## config.mk

```make
export PLATFORM = sky130hd
export DESIGN_NAME = bec_result_reader
export DESIGN_NICKNAME = d
export VERILOG_FILES = /design/src/rtl/bec_pkg.sv /design/src/rtl/bec_word_mux.sv /design/src/rtl/bec_result_reader.sv
export SDC_FILE = /design/constraint.sdc
export NUM_CORES = 1
export LEC_CHECK = 0
export CAP_MARGIN = 25
export CELL_PAD_IN_SITES_DETAIL_PLACEMENT = 0
export CELL_PAD_IN_SITES_GLOBAL_PLACEMENT = 1
export CORE_MARGIN = 2
export CORE_UTILIZATION = 35
export DETAILED_ROUTE_END_ITERATION = 8
export HOLD_SLACK_MARGIN = 0.12
export PLACE_DENSITY_LB_ADDON = 0.1
export SYNTH_ARGS = -nofsm -noshare
export SYNTH_HDL_FRONTEND = slang
export SYNTH_SLANG_ARGS = --single-unit
```

## constraint.sdc

```tcl
create_clock -name wb_clk_i -period 4.6 [get_ports wb_clk_i]
set_clock_uncertainty 0.15 [all_clocks]
set_input_delay 0.92 -clock wb_clk_i [delete_from_list [all_inputs] [get_ports wb_clk_i]]
set_output_delay 0.92 -clock wb_clk_i [all_outputs]
set_load 0.02 [all_outputs]
```

## src/rtl/bec_pkg.sv

```systemverilog
`default_nettype none
// ============================================================================
// Module      : bec_pkg
// Description : Shared widths and FSM state encoding for the BEC result path.
// Revision    : 1.0 - initial release
// ============================================================================
package bec_pkg;

    localparam int BEC_DATA_W    = 163;
    localparam int BEC_WORD_W    = 32;
    localparam int BEC_NUM_WORDS = (BEC_DATA_W + BEC_WORD_W - 1) / BEC_WORD_W;
    localparam int BEC_STATUS_W  = 4;
    localparam int BEC_IDX_W     = 3;

    typedef enum logic [1:0] {
        BEC_IDLE   = 2'd0,
        BEC_ARMED  = 2'd1,
        BEC_UNLOAD = 2'd2
    } bec_state_t;

endpackage : bec_pkg
`default_nettype wire

```

## src/rtl/bec_word_mux.sv

```systemverilog
`default_nettype none
// ============================================================================
// Module      : bec_word_mux
// Description : Combinational wide-bus to word slice selector; the last word
//               is zero-padded above the top of the bus.
// Revision    : 1.0 - initial release
// ============================================================================
module bec_word_mux #(
    parameter int DATA_W = 163,
    parameter int WORD_W = 32,
    parameter int IDX_W  = 3
) (
    input  logic [DATA_W-1:0] i_data,
    input  logic [IDX_W-1:0]  i_idx,
    output logic [WORD_W-1:0] o_word
);

    localparam int NUM_WORDS = (DATA_W + WORD_W - 1) / WORD_W;
    localparam int c_PAD_W   = NUM_WORDS * WORD_W - DATA_W;

    logic [NUM_WORDS*WORD_W-1:0] w_padded;

    generate
        if (c_PAD_W > 0) begin : g_pad
            assign w_padded = {{c_PAD_W{1'b0}}, i_data};
        end else begin : g_nopad
            assign w_padded = i_data;
        end
    endgenerate

    // Indices past the last word select zero.
    always_comb begin
        o_word = '0;
        for (int k = 0; k < NUM_WORDS; k++) begin
            if (i_idx == IDX_W'(k)) begin
                o_word = w_padded[k*WORD_W +: WORD_W];
            end
        end
    end

endmodule : bec_word_mux
`default_nettype wire

```

## src/rtl/bec_result_reader.sv

```systemverilog
`default_nettype none
// ============================================================================
// Module      : bec_result_reader
// Description : Captures the BEC core result on a done rising edge after an
//               arm request and replays it as 32-bit words on a pop handshake.
// Revision    : 1.0 - initial release
// ============================================================================
module bec_result_reader
    import bec_pkg::*;
#(
    parameter int DATA_W = BEC_DATA_W,
    parameter int WORD_W = BEC_WORD_W
) (
    input  logic                    wb_clk_i,
    input  logic                    wb_rst_n,
    input  logic                    arm,
    input  logic                    slv_done,
    input  logic [DATA_W-1:0]       data_in,
    input  logic [BEC_STATUS_W-1:0] bec_status,
    input  logic                    rd_pop,
    output logic [WORD_W-1:0]       word_out,
    output logic [BEC_IDX_W-1:0]    word_idx,
    output logic                    word_valid,
    output logic                    last_word,
    output logic                    busy,
    output logic [BEC_STATUS_W-1:0] status_out,
    output logic                    overrun
);

    localparam int NUM_WORDS = (DATA_W + WORD_W - 1) / WORD_W;
    localparam logic [BEC_IDX_W-1:0] c_LAST_IDX = BEC_IDX_W'(NUM_WORDS - 1);

    bec_state_t              r_state;
    logic [DATA_W-1:0]       r_capture;
    logic [BEC_IDX_W-1:0]    r_idx;
    logic                    r_valid;
    logic [BEC_STATUS_W-1:0] r_status;
    logic                    r_overrun;
    logic                    r_done_q;

    logic                    w_rise;
    logic [WORD_W-1:0]       w_word;

    assign w_rise = slv_done & ~r_done_q;

    always_ff @(posedge wb_clk_i or negedge wb_rst_n) begin
        if (!wb_rst_n) begin
            r_state   <= BEC_IDLE;
            r_capture <= '0;
            r_idx     <= '0;
            r_valid   <= 1'b0;
            r_status  <= '0;
            r_overrun <= 1'b0;
            r_done_q  <= 1'b0;
        end else begin
            r_done_q <= slv_done;
            case (r_state)
                BEC_IDLE: begin
                    // A rise coinciding with arm is consumed here, not captured.
                    if (arm) begin
                        r_state   <= BEC_ARMED;
                        r_overrun <= 1'b0;
                    end
                end
                BEC_ARMED: begin
                    if (w_rise) begin
                        r_capture <= data_in;
                        r_status  <= bec_status;
                        r_idx     <= '0;
                        r_valid   <= 1'b1;
                        r_state   <= BEC_UNLOAD;
                    end
                end
                BEC_UNLOAD: begin
                    if (arm) begin
                        r_state   <= BEC_ARMED;
                        r_valid   <= 1'b0;
                        r_idx     <= '0;
                        r_overrun <= 1'b0;
                    end else begin
                        // A second result while unloading is dropped and flagged.
                        if (w_rise) begin
                            r_overrun <= 1'b1;
                        end
                        if (rd_pop && r_valid) begin
                            if (r_idx == c_LAST_IDX) begin
                                r_valid <= 1'b0;
                                r_idx   <= '0;
                                r_state <= BEC_IDLE;
                            end else begin
                                r_idx <= r_idx + 1'b1;
                            end
                        end
                    end
                end
                default: begin
                    r_state <= BEC_IDLE;
                end
            endcase
        end
    end

    bec_word_mux #(
        .DATA_W (DATA_W),
        .WORD_W (WORD_W),
        .IDX_W  (BEC_IDX_W)
    ) u_word_mux (
        .i_data (r_capture),
        .i_idx  (r_idx),
        .o_word (w_word)
    );

    assign word_out   = r_valid ? w_word : '0;
    assign word_idx   = r_idx;
    assign word_valid = r_valid;
    assign last_word  = r_valid && (r_idx == c_LAST_IDX);
    assign busy       = (r_state != BEC_IDLE);
    assign status_out = r_status;
    assign overrun    = r_overrun;

endmodule : bec_result_reader
`default_nettype wire

```

==> Word level (Yosys, flattened, before mapping) <==
Index checks and enable logic that the tools add are counted.
{ "totals": {"register_bits": 175, "input_bits": 172, "elab_cells": 60} }
{ "op_classes": {"addsub": 1, "eq_ne": 12, "mux": 26, "bitwise": 2, "reduce_logical": 12} }
{ "ops": {"columns": ["operator", "count"], "rows": [
  ["2-to-1 mux 32 bit", 7],
  ["2-to-1 mux 3 bit", 4],
  ["2-to-1 mux 2 bit", 5],
  ["inequality test 3 bit, second input constant", 3],
  ["AND reduction 4 bit", 2],
  ["== test 3 x 2 -> 1 bit, second input constant", 2],
  ["== test 3 bit, second input constant", 2],
  ["2-to-1 mux 1 bit", 6],
  ["one-hot mux 2 bit (3 select lines)", 1],
  ["one-hot mux 3 bit (2 select lines)", 1],
  ["AND reduction 3 bit", 2],
  ["nonzero test 2 bit", 3],
  ["inequality test 2 bit, second input constant", 2],
  ["one-hot mux 1 bit (2 select lines)", 2],
  ["adder 3 x 1 -> 3 bit, second input constant", 1],
  ["== test 3 x 1 -> 1 bit, second input constant", 1],
  ["logical NOT 3 bit", 1],
  ["== test 2 x 1 -> 1 bit, second input constant", 1],
  ["== test 2 bit, second input constant", 1],
  ["logical AND 1 bit", 2],
  ["logical NOT 2 bit", 1],
  ["AND reduction 2 bit", 1],
  ["AND 1 bit", 1],
  ["NOT 1 bit", 1]
]} }

==> Longest topological paths before layout <==
Gate-level depths: netlist (run 1).
{ "depth": {"word_depth": 8, "depth_mapped": 11, "depth_no_buf": 5} }

==> Hierarchy <==
A second synthesis (run 1) with hierarchy kept.
{ "hier_totals": {"cells_unflattened": 624, "area_unflattened_um2": 8624.5} }
{ "by_module_without_submodules": {"columns": ["module", "n_inst", "cells_each", "area_per_inst_um2"], "rows": [
  ["bec_result_reader", 1, 424, 7154.4],
  ["bec_word_mux", 1, 200, 1470.2]
]} }

==> Worst setup path before layout (run 1) <==
No wires, ideal clock.
{ "synth_timing": {"path_kind": "register -> output", "from": "register r_idx[0] (netlist: word_idx[0])", "to": "output word_out[2]", "t_arrival_ps": 2451, "path_slack_ps": 1079, "stages_incl_launch_ff": 10, "path_cell_list": "dfrtp_1 -> buf_2 -> buf_6 -> buf_2 -> and2_1 -> ha_1 -> buf_2 -> buf_1 -> a221oi_1 -> a211oi_1"} }
{ "synth_via": {"elab_chain_len": 8, "elab_cells_between_ends": 13} }
{ "synth_lines": {"columns": ["item", "line_no", "source"], "rows": [
  ["start, declared", "bec_result_reader.sv:35", "logic [BEC_IDX_W-1:0] r_idx;"],
  ["start signal, assigned", "bec_result_reader.sv:91", "r_idx <= r_idx + 1'b1;"],
  ["logical NOT 3 bit", "bec_word_mux.sv:35", "if (i_idx == IDX_W'(k)) begin"],
  ["2-to-1 mux 32 bit (5 in a row)", "bec_word_mux.sv:35", null],
  ["2-to-1 mux 32 bit *", "bec_word_mux.sv:35", null],
  ["2-to-1 mux 32 bit *", "bec_result_reader.sv:113", "assign word_out = r_valid ? w_word : '0;"],
  ["end, declared", "bec_result_reader.sv:21", "output logic [WORD_W-1:0] word_out,"]
]} }
Mark *: on every way between the ends. The rest lies on a longest branch, timed or not.

==> Final worst setup path (run 1) <==
{ "layout_timing": {"from": "register r_idx[1] (netlist: word_idx[1])", "to": "output word_out[2]"} }
The elaborated chain is that of the path after synthesis.

==> flow_metrics.tcl, run 1 <==
set metrics [dict create \
    status "complete, no violations" \
    drt-met1-wl_mm 10.8 \
    grt_pass1_vias 6419 \
    cp.required_ns 3.53 \
    p_per_area_nw_per_um2 645 \
    cts-hold-fix-buffers 0 \
    synth_top_area_share_pct 48.9 \
    yosys.area.top_type "dfrtp_1" \
    drv_slew 0 \
    synthTopCellsByCount "dfrtp_1, mux2_4, mux2_2, nand2_1, nor2b_1" \
    first_pass_iters 4 \
    highest_layer "met4" \
    tritoncts "built" \
    cts_resized 0 \
    synth_ff_type "dfrtp_1" \
    grt_pass1_wl_mm 37.3 \
    die_y_um 164 \
    wl_per_cell_um 20.4 \
    fmax_mhz 241 \
    ios 215 \
    yosys-top-cells-area "dfrtp_1, mux2_4, mux2_2" \
    grt_start_max_net_pins 80 \
    yosys_warnings 0 \
    synthArstFlopShare_pct 100 \
    initial_utilization_pct 35.6 \
    antenna_found_initial 1 \
    path_clk_slew_ns 0.07 \
    cp_max_fo 32 \
    finalPower_mw 7.62 \
    critPathKind "reg -> out" \
    maxCapViolCount 0 \
    met3_length_mm 1.30 \
    cp_slowest_cell "nand2b_2" \
    htree_levels 4 \
    syn_area_um2 8960 \
    max-vdd-ir-drop_uv 321 \
    worst_hold_slack_ns 0.348 \
    dieArea_um2 26900 \
    synth-seq-cells 175 \
    postCtsSetupRepairBufs 0 \
    core_um2 25200 \
    wl_mm 23.9 \
    end_kind "primary output" \
    numClockSinks 175 \
    synth_edf_count 0 \
    syn_inst 626 \
    drc 0 \
    critical_path.top_delay_family "buffers and inverters" \
    rsz0062_at_grt "false" \
    antenna_left 0 \
    num-nets-final 1002 \
    synth_seq_area_share_pct 48.9 \
    viasPerCell 4.90 \
    drive_above_1_share_pct 34.4 \
    hold_class "in -> async" \
    place.gp.congestion 0.775 \
    post_layout_nonfiller_instances 1172 \
    finalCriticalPeriod_ns 4.15 \
    relSlewSlack_pct 48.4 \
    drt_iter0_markers 239 \
    period_share_pct 90.2 \
    worst_slew_pin_slew_ns 0.773 \
    synth_nets 799 \
    dp.cells 1140 \
    clockBufferDepth 2 \
    cts_buffers 17 \
    path_buf_inv 2 \
    startpoint_type "flop" \
    clk_latency_ns 0.43 \
    grt_usage_pct 18.4 \
    die_w_um 164 \
    route.met2.wl_mm 11.4 \
    cp.arrival_ns 3.08 \
    io_buffers 214 \
    power_leakage_nw 4.85 \
    rows 58 \
    synthDistinctLibCells 36 \
    fin_util_pct 46.9 \
    hold_viol_final 0 \
    vias 5739 \
    area_growth_pct 32.0 \
    dp_hpwl_mm 16.5 \
    slowest_delay_ns 0.70 \
    grt_overflow 0 \
    synth_most_common_cell "dfrtp_1" \
    syn_area_per_cell_um2 14.3 \
    root_buffer "clkbuf_16" \
    crit_chain "buf_4 -> nand2b_2 -> mux2i_1 -> a211oi_1 -> clkdlybuf4s50_1" \
    tns_ns 0 \
    setup_viol_count_final 0 \
]
==> cells by family after synthesis <==
family | after synthesis | share of synthesized area, %
fa+ha+maj | 1 | 0.140
mux | 205 | 30.8
compound gates | 102 | 9.09
buf+inv | 53 | 5.39
simple gates | 90 | 5.67
flops | 175 | 48.9
==> metrics by stage <==
step                      area (um^2)  setup slack (ns)
after detailed placement        11200             0.815
after floorplan                  8960              1.08
after global placement          11200             0.836
final                           11800             0.450
after global routing            11800             0.241
after CTS                       11800             0.363
==> per-layer routing <==
| metal | GRT usage [%] | vias to the layer above |
|---|---|---|
| met4 | 5.54 | 0 |
| met2 | 29.7 | 145 |
| met1 | 24.5 | 2909 |
| met3 | 4.37 | 24 |
| met5 | 0 | - |
| li1 | - | 2661 |
==> final timing paths <==
| check | to | startpoint | cells after the start | slack, ns |
|---|---|---|---|---|
| max | word_out[2] | word_idx[1] | 5 | 0.45 |
| min | r_capture[5] | wb_rst_n | 1 | 0.35 |
| max reg2reg | r_capture[152] | r_state[1] | 3 | 2.36 |
| min reg2reg | r_capture[131] | r_capture[131] | 1 | 0.35 |
| max in group asynchronous | r_capture[152] | wb_rst_n | 2 | 2.87 |
| min in group wb_clk_i | r_capture[131] | r_capture[131] | 1 | 0.35 |
==> where the power goes <==
group	switching, mW	internal [mW]	total (mW)
clock	0.653	0.773	1.43
sequential	0.466	2.31	2.78
combinational	1.37	2.05	3.42
==> worst register-to-register path, stage by stage, from the launching register on <==
cell and delay [ns]:
dfrtp_1 0.42, and4bb_4 0.67, buf_12 0.45, mux2_2 0.45
==> sequential cells by signal, indices dropped and copies added, names as in the netlist <==
signal      flops
r_capture     163
status_out      4
r_state         2
r_done_q        1
word_idx        3
word_valid      1
overrun         1
==> cells in the final DEF (no fill, tap or decap), types with 3 or more instances in the layout <==
cell type and n:
nor2b_1 32, mux2i_1 6, nand2b_1 3, inv_6 3, or2_2 4, a221oi_2 24, a221oi_1 8, inv_1 3
nand2_1 36, clkdlybuf4s50_1 213, buf_4 18, o21ai_0 31, clkinvlp_4 3, clkinv_4 3, mux2_4 122, a21oi_1 31
a211oi_1 3, nand3b_1 3, dfrtp_1 173, mux2_2 77, clkbuf_16 17
==> cell type report <==
cell class	instances	area (um^2)
sequential	175	4380
multi-input combinational	398	4120
clock buffer	19	443
tap	330	413
timing repair buffer	234	2320
clock inverter	12	128
antenna	1	2.50
fill	2236	13400
inverter	3	11.3
Power figures use the tool's default switching activity.
==> inputs of run 2 (changes only) <==
Settings changed: SETUP_SLACK_MARGIN set to 0.2.
==> results of run 2 <==
The final DEF is identical to that of run 1; final timing and power are the same.
==> inputs of run 3 (changes only) <==
Settings changed: CTS_CLUSTER_DIAMETER set to 40.
==> results of run 3 <==
The final DEF is identical to that of run 1; final timing and power are the same.
